--- src/rtl/count_seq_ctrl_if.sv ---
// rtl/count_seq_ctrl_if.sv - control and flip-flop bank signals of the counter sequencer
// master: environment side (drives controls and bank state q, observes d/ena/status)
// slave : count_seq_ctrl side
//   start, stop, clear, up_dn : run control levels and count direction
//   q                         : current flip-flop bank outputs
//   d, ena                    : next value and per-bit enable for the bank
//   tick, tc, running         : count-step strobe, terminal-count pulse, RUN indicator
interface count_seq_ctrl_if #(
    parameter int WIDTH = 4
);
    logic             start;
    logic             stop;
    logic             clear;
    logic             up_dn;
    logic [WIDTH-1:0] q;
    logic [WIDTH-1:0] d;
    logic [WIDTH-1:0] ena;
    logic             tick;
    logic             tc;
    logic             running;

    modport master (
        output start, stop, clear, up_dn, q,
        input  d, ena, tick, tc, running
    );

    modport slave (
        input  start, stop, clear, up_dn, q,
        output d, ena, tick, tc, running
    );
endinterface

--- src/rtl/count_seq_ctrl.sv ---
// rtl/count_seq_ctrl.sv - next-state/enable generator for a synchronous binary counter bank
// Ports:
//   clk  : clock, all state updates on the rising edge
//   rst  : synchronous active-high reset
//   bus  : count_seq_ctrl_if.slave (start/stop/clear/up_dn/q in; d/ena/tick/tc/running out)
// Parameters: WIDTH (bank width), PRESCALE (clock cycles per count step)
// Optional feature: define TC_STOP_EN to stop at terminal count (FSM enters DONE)
module count_seq_ctrl #(
    parameter int WIDTH    = 4,
    parameter int PRESCALE = 3
) (
    input  logic              clk,
    input  logic              rst,
    count_seq_ctrl_if.slave   bus
);
    localparam int PW = (PRESCALE > 1) ? $clog2(PRESCALE) : 1;
    localparam logic [PW-1:0] PRE_LAST = PW'(PRESCALE - 1);

`ifdef TC_STOP_EN
    typedef enum logic [1:0] {IDLE, RUN, DONE} state_t;
`else
    typedef enum logic [1:0] {IDLE, RUN} state_t;
`endif

    state_t           state;
    state_t           state_nxt;
    logic [PW-1:0]    pre_cnt;
    logic             tick_r;
    logic             clr_r;
    logic [WIDTH-1:0] nxt;
    logic             term;
    logic             tc_hit;

    assign nxt  = bus.up_dn ? (bus.q + WIDTH'(1)) : (bus.q - WIDTH'(1));
    assign term = bus.up_dn ? (&bus.q) : ~(|bus.q);

    // Gated by rst so a tick already registered before a mid-run reset never leaks out.
    assign tc_hit = tick_r & ~clr_r & term & ~rst;

    always_ff @(posedge clk) begin
        if (rst) begin
            state   <= IDLE;
            pre_cnt <= '0;
            tick_r  <= 1'b0;
            clr_r   <= 1'b0;
        end else begin
            state <= state_nxt;
            clr_r <= bus.clear;
            // A clear arriving with a pending step swallows it; stop does not.
            tick_r <= (state == RUN) && (pre_cnt == PRE_LAST) && !bus.clear;
            if ((state == RUN) && !bus.clear && (pre_cnt != PRE_LAST))
                pre_cnt <= pre_cnt + PW'(1);
            else
                pre_cnt <= '0;
        end
    end

    always_comb begin
        state_nxt = state;
        bus.d     = clr_r ? '0 : nxt;
        bus.ena   = '0;

        if (!rst) begin
            if (clr_r)
                bus.ena = '1;
            else if (tick_r) begin
`ifdef TC_STOP_EN
                bus.ena = term ? '0 : (nxt ^ bus.q);
`else
                bus.ena = nxt ^ bus.q;
`endif
            end
        end

        case (state)
            IDLE: if (!bus.stop && bus.start) state_nxt = RUN;
            RUN: begin
                if (bus.stop)
                    state_nxt = IDLE;
`ifdef TC_STOP_EN
                else if (tc_hit)
                    state_nxt = DONE;
`endif
            end
`ifdef TC_STOP_EN
            DONE: state_nxt = DONE;
`endif
            default: state_nxt = IDLE;
        endcase

        if (bus.clear)
            state_nxt = IDLE;
    end

    assign bus.tick    = tick_r;
    assign bus.tc      = tc_hit;
    assign bus.running = (state == RUN);
endmodule

--- src/flat_wrapper.sv ---
// flat-port wrapper written by rule: the top's interface ports become plain ports
module count_seq_ctrl_flat 
#(
    parameter int WIDTH    = 4,
    parameter int PRESCALE = 3
)
  (clk, rst, bus_start, bus_stop, bus_clear, bus_up_dn, bus_q, bus_d, bus_ena, bus_tick, bus_tc, bus_running);
  count_seq_ctrl_if #(.WIDTH(WIDTH)) bus_i ();
  input  logic clk;
  input  logic rst;
  input wire logic [$bits(bus_i.start)-1:0] bus_start;
  input wire logic [$bits(bus_i.stop)-1:0] bus_stop;
  input wire logic [$bits(bus_i.clear)-1:0] bus_clear;
  input wire logic [$bits(bus_i.up_dn)-1:0] bus_up_dn;
  input wire logic [$bits(bus_i.q)-1:0] bus_q;
  output wire logic [$bits(bus_i.d)-1:0] bus_d;
  output wire logic [$bits(bus_i.ena)-1:0] bus_ena;
  output wire logic [$bits(bus_i.tick)-1:0] bus_tick;
  output wire logic [$bits(bus_i.tc)-1:0] bus_tc;
  output wire logic [$bits(bus_i.running)-1:0] bus_running;
  assign bus_i.start = bus_start;
  assign bus_i.stop = bus_stop;
  assign bus_i.clear = bus_clear;
  assign bus_i.up_dn = bus_up_dn;
  assign bus_i.q = bus_q;
  assign bus_d = bus_i.d;
  assign bus_ena = bus_i.ena;
  assign bus_tick = bus_i.tick;
  assign bus_tc = bus_i.tc;
  assign bus_running = bus_i.running;
  count_seq_ctrl #(.WIDTH(WIDTH), .PRESCALE(PRESCALE)) u_core (.clk(clk), .rst(rst), .bus(bus_i));
endmodule
--- config.mk ---
export PLATFORM = sky130hd
export DESIGN_NAME = count_seq_ctrl_flat
export DESIGN_NICKNAME = d
export VERILOG_FILES = /design/src/rtl/count_seq_ctrl_if.sv /design/src/rtl/count_seq_ctrl.sv /design/src/flat_wrapper.sv
export SDC_FILE = /design/constraint.sdc
export NUM_CORES = 1
export LEC_CHECK = 0
export ABC_AREA = 1
export CORE_AREA = 8 8 45 47
export DETAILED_ROUTE_END_ITERATION = 8
export DIE_AREA = 0 0 53 55
export PLACE_DENSITY = 0.64
export REMOVE_ABC_BUFFERS = 1
export SETUP_SLACK_MARGIN = 0.15
export SYNTH_ARGS = -nofsm -noshare
export SYNTH_HDL_FRONTEND = slang
export SYNTH_SLANG_ARGS = --single-unit
export TNS_END_PERCENT = 100
--- constraint.sdc ---
create_clock -name clk -period 3.6 [get_ports clk]
set_clock_uncertainty 0.2 [all_clocks]
set_input_delay 0.72 -clock clk [delete_from_list [all_inputs] [get_ports clk]]
set_output_delay 0.72 -clock clk [all_outputs]
set_load 0.005 [all_outputs]
==> flow_summary.ini, run 1 <==
[outcome]
status = completed

[clocking]
clk_pin_slew_worst_paths_ns = 0.04
tritoncts = built
cts_max_path_buffers = 2
clkLatencyLatePin_ns = 0.24
cts-root-buf = clkbuf_4
cts_setup_buffers = 0
numClockSinks = 5
cts_buffers = 3
cts_max_level = 1

[floorplan]
die_y_um = 55
core_sq_um = 1384
start_util = 0.3029
dieArea_sq_um = 2915
die_w_um = 53
fp-row-count = 14
io_pins = 21

[final_layout]
diodes = 0
seq_area_sq_um = 100.1
multi_input_area_sq_um = 281.5
nFillCells = 155
areaGrowthSynthToFinish_pct = 73.73
final_core_util = 0.5262
drive_gt1_frac = 0.1717
final_net_count = 114

[placed_design]
port_buffers = 20
place_congestion = 0.7738
dp_hpwl_mm = 1.010
pre_cts_ws_ns = -0.04161

[global_routing]
grt.total_usage = 0.09519
grt_pass1_wl_mm = 2.070
grt_antenna_before_repair = 0
grt_max_degree = 7
grt_pass1_vias = 521
grt-ovfl-total = 0

[synth]
synthMuxAreaShare = 0
ys_warn_count = 0
synth_area_per_cell_sq_um = 6.164
synth_area_sq_um = 419.2
synth_compound_area_frac = 0.08657
yosysSeqAreaShare = 0.2388
synth_cells = 68
synthTopCellsByArea = dfxtp_1, inv_1, nor2_1, nand3_1, ha_1
synth_fa_ha_area_frac = 0.1373
synth_top_family_by_area = simple AND/OR/NAND/NOR gates
synthXorXnorAreaFrac = 0.04179
synth_top_area_cell = dfxtp_1
netlist.area_leader.share = 0.2388
synthSimpleGateAreaFrac = 0.3701
ys_seq_elements = 5
ys_types = 16

[detailed_routing]
routed_via_density = 4.513
wl_per_cell_um = 10.37
first_pass_iters = 4
ant_nets = 0
num_vias = 519
drtIter0Drc = 5
wl_mm = 1.193
drc = 0

[critical_path]
critPathArrivalTime_ns = 2.38
worst_r2r_endpoint = u_core.pre_cnt[0]
r2r-start = u_core.pre_cnt[0]
path_max_fanout = 3
reg2reg_setup_slack_ns = 2.53
crit_path_end_kind = output pin
ff2ff_path_depth = 5
crit_type = in2out
cp.required_ns = 2.68
start_kind = input pin

[timing]
max_slew.worst_pin.slew_ns = 0.2077
timing_hold_violations_final = 0
setup_viol = 0
post-route-period-util = 0.9178
fin_tns_setup_ns = 0
fin_ws_ns = 0.2961
rsz0062_at_grt = no
max_clock_freq_mhz = 302.7
maxSlewViolCount = 0
slew_headroom = 0.8613
finalCriticalPeriod_ns = 3.304

[min_path]
hold_class = reg2reg
hp-start = u_core.pre_cnt[0]
whs_path_depth = 1
worstHoldEndpoint = u_core.pre_cnt[0]

[job]
maxCapViolCount = 0

[power]
finalPower_uw = 194.5
power_leakage_nw = 0.3599
p_per_area_nw_per_um2 = 267.1
vdd_ir_drop_max_mv = 0.1827
-- cell usage after synthesis --
master and count:
o21ai_0 1, nand2_2 1, xor2_1 1, inv_1 14, fa_1 1, nor2_1 14
nand3_1 9, ha_1 3, o21ai_1 1, dfxtp_1 5, nand2_1 10, a31oi_1 1
a21oi_1 4, nor3_1 1, or2_4 1, xnor2_1 1
-- cells by family after synthesis --
kind of cell | Yosys count
and+or+nand+nor | 36
buffers and inverters | 14
AOI/OAI and AO/OA | 7
DFF | 5
adders and majority gates | 4
xor gates and xnor gates | 2
-- critical path: stages --
cell             delay, ns
dlygate4sd2_1         0.23
inv_2                 0.06
fa_2                  0.38
or2_4                 0.27
nand2_2               0.05
nand2_1               0.04
nand3_1               0.06
nand2_1               0.05
inv_1                 0.04
clkdlybuf4s50_1       0.49
-- stage by stage --
stage	area, sq um	hold slack [ns]	cells
floorplan	419.2	0.1920	68
CTS	716.9	0.2110	115
global route	728.2	0.2174	115
global placement	691.9	0.2007	111
finish	728.2	0.2064	115
detailed placement	691.9	0.2044	111
-- state kept, by name (all words and copies together), names as in the netlist --
name / count
u_core.pre_cnt: 2
u_core.bus.tick: 1
u_core.clr_r: 1
u_core.state: 1
-- cell usage in the layout, fill, tap and decap left out, drive strengths merged --
| cell type | count |
|---|---|
| inv | 14 |
| or2 | 1 |
| xor2 | 1 |
| ha | 3 |
| a31oi | 1 |
| o21ai | 2 |
| dfxtp | 5 |
| nor3 | 1 |
| xnor2 | 1 |
| dlygate4sd2 | 2 |
| a21oi | 4 |
| clkdlybuf4s50 | 16 |
| nand2 | 11 |
| dlymetal6s2s | 1 |
| buf | 7 |
| fa | 1 |
| nor2 | 14 |
| clkbuf | 5 |
| nand3 | 9 |
-- per-layer routing --
layer	global-route usage	wire length (um)	vias up
met4	0.06466	4	0
met3	0.03209	74	2
met2	0.1797	655	12
li1	-	-	276
met5	0	0	-
met1	0.08384	458	229
-- layout make-up --
class,instances,share of cell area
well taps,16,0.02749
multi-input cells,49,0.3866
repair buffers,27,0.3402
inverters,14,0.07216
flip-flops and latches,5,0.1375
clock buffers,4,0.03608
-- worst max path at each step --
stage,cells after the start,slack [ns],start,to
floorplan,8,0.98,bus_q[0],bus_ena[2]
global placement,10,-0.04,bus_up_dn,bus_ena[2]
detailed placement,10,-0.04,bus_q[0],bus_ena[2]
CTS,9,0.16,bus_q[2],bus_ena[2]
global route,10,0.18,bus_q[0],bus_ena[2]
finish,10,0.30,bus_q[0],bus_ena[2]
-- what timing repair did --
| item | in CTS | in global routing |
|---|---|---|
| hold buffers | 0 | 0 |
| gates resized for setup | 6 | 4 |
| endpoints found under the hold margin | 0 | 0 |
| endpoints found under the setup margin | 5 | 2 |
-- report_power, final --
| group | switching (mW) | internal [mW] |
|---|---|---|
| sequential | 0.00132 | 0.0567 |
| clock | 0.0225 | 0.0419 |
| combinational | 0.0311 | 0.0411 |
| total | 0.0549 | 0.140 |
Note: power is estimated with default switching activity, not from simulation.
==> run 2, diff against run 1 <==
- CTS_BUF_LIST: unset -> sky130_fd_sc_hd__clkbuf_16
==> run 2 against run 1 <==
Die area is the same. Fmax is essentially flat. Power grew 59%. Setup slack is essentially flat. Design area grew 7.2%. Flip-flop and latch count is the same. Wire length grew 0.50%. Hold slack lost 0.0027 ns. Sequential power is essentially flat. Critical path type unchanged. Largest cell class unchanged. Highest routed layer unchanged.
==> flow_summary.ini, run 2 (synthesized netlist as in run 1, its figures left out) <==
[power]
vdd_ir_drop_max_mv = 0.3270
p_switching_uw = 67.71
p_sw_frac = 0.2189
power_leakage_nw = 0.3872
p_per_area_nw_per_um2 = 396.2
p_int_uw = 241.6
p_seq_frac = 0.188
clkPwrFrac = 0.579
combPwrFrac = 0.233

[floorplan]
die_w_um = 53
dieArea_sq_um = 2915
start_util = 0.3029
fp-row-count = 14
io_pins = 21
die_y_um = 55
core_sq_um = 1384

[final_layout]
diodes = 0
areaGrowthSynthToFinish_pct = 86.27
final_net_count = 114
final_area_sq_um = 780.7
final_cell_mix = clkdlybuf4s50_1, nor2_1, inv_1, nand2_1, nand3_1
instances_no_fill = 115
nFillCells = 150
largest_register_ffs = 2
regMostFlops = u_core.pre_cnt
drive_gt1_frac = 0.1717
layout_commonest_cell = clkdlybuf4s50_1
final_core_util = 0.5642

[critical_path]
worst_r2r_endpoint = u_core.pre_cnt[0]
cp.required_ns = 2.68
reg2reg_setup_slack_ns = 2.54
crit_type = in2out
start_kind = input pin
path_max_fanout = 3
r2r-start = u_core.pre_cnt[0]
critPathArrivalTime_ns = 2.38
crit_path_end_kind = output pin
ff2ff_path_depth = 5

[detailed_routing]
routed_via_density = 4.513
num_vias = 519
drc = 0
first_pass_iters = 4
drtIter0Drc = 6
wl_mm = 1.199
wl_per_cell_um = 10.43
ant_nets = 0

[clocking]
clk_pin_slew_worst_paths_ns = 0.03
cts_max_path_buffers = 2
cts-root-buf = clkbuf_16
tritoncts = built
numClockSinks = 5
cts_buffers = 3
cts_max_level = 1
cts_hold_buf = 0
clkLatencyLatePin_ns = 0.23

[timing]
slew_headroom = 0.8579
holdWs_ns = 0.2037
rsz0062_at_grt = no
setup_viol = 0
post-route-period-util = 0.9178
fin_tns_setup_ns = 0
maxSlewViolCount = 0
max_slew.worst_pin.slew_ns = 0.2128
max_clock_freq_mhz = 302.6
finalCriticalPeriod_ns = 3.304
timing_hold_violations_final = 0

[placed_design]
port_buffers = 20
dp_hpwl_mm = 1.010
place_congestion = 0.7738
dpl-instance-area_sq_um = 691.9
dp_cells = 111

[global_routing]
grt_max_degree = 7
grt-ovfl-total = 0
grt_pass1_wl_mm = 2.035
grt_antenna_before_repair = 0
grt_pass1_vias = 528
grt.total_usage = 0.09354

[min_path]
whs_path_depth = 1
hold_class = reg2reg
hp-start = u_core.pre_cnt[0]
worstHoldEndpoint = u_core.pre_cnt[0]

[job]
maxCapViolCount = 0

[outcome]
status = completed
==> run 2: cell types whose count changed in the layout (fill, tap and decap cells not counted) <==
cell / before / now
clkbuf_1: 1 / 0
clkbuf_16: 0 / 3
inv_1: 12 / 13
clkbuf_4: 3 / 0
==> run 2: area by class of cell <==
| type | instances | area [sq um] | area share |
|---|---|---|---|
| clock buffers | 3 | 75.07 | 0.09615 |
| repair buffers | 27 | 247.7 | 0.3173 |
| flip-flops and latches | 5 | 100.1 | 0.1282 |
| multi-input cells | 49 | 281.5 | 0.3606 |
| well taps | 16 | 20.02 | 0.02564 |
| clock inverters | 1 | 3.754 | 0.004808 |
| inverters | 14 | 52.55 | 0.06731 |
==> run 2: routing by layer <==
layer / track usage / vias up / routed length, um
li1: - / 276 / -
met1: 0.08232 / 225 / 454
met2: 0.1758 / 15 / 630
met3: 0.02406 / 3 / 85
met4: 0.07759 / 0 / 28
met5: 0 / - / 0
==> run 2: repair_timing <==
item,4_1_cts,5_1_grt
gates resized for setup,6,4
setup endpoints to repair,5,2
hold endpoints to repair,0,0
gates cloned,0,0
buffers inserted,0,0
==> run 2: worst max-delay path by stage <==
| stage | startpoint | endpoint | cells past startpoint |
|---|---|---|---|
| after floorplan | bus_q[0] | bus_ena[2] | 8 |
| after global placement | bus_up_dn | bus_ena[2] | 10 |
| after detailed placement | bus_q[0] | bus_ena[2] | 10 |
| after CTS | bus_q[2] | bus_ena[2] | 9 |
| after global routing | bus_q[0] | bus_ena[2] | 10 |
| final | bus_q[0] | bus_ena[2] | 10 |
==> run 2: per-stage QoR <==
stage | power, mW | setup slack [ns]
after floorplan | 0.09089 | 0.9793
after global placement | 0.1296 | -0.03512
after detailed placement | 0.1303 | -0.04161
after CTS | 0.3127 | 0.1604
after global routing | 0.3257 | 0.1802
final | 0.3094 | 0.2958
==> run 2: worst max-delay path, stage by stage <==
cell and delay, ns:
dlygate4sd2_1 0.23, inv_2 0.06, fa_2 0.38, or2_4 0.27
nand2_2 0.05, nand2_1 0.04, nand3_1 0.06, nand2_1 0.05
inv_1 0.04, clkdlybuf4s50_1 0.49
==> run 2: power groups by stage <==
stage / Clock (mW) / Sequential, mW / Combinational (mW)
2_1_floorplan: 0 / 0.0586 / 0.0323
3_3_place_gp: 0 / 0.0589 / 0.0707
3_5_place_dp: 0 / 0.0590 / 0.0713
4_1_cts: 0.183 / 0.0582 / 0.0713
5_1_grt: 0.187 / 0.0584 / 0.0806
6_report: 0.179 / 0.0582 / 0.0722
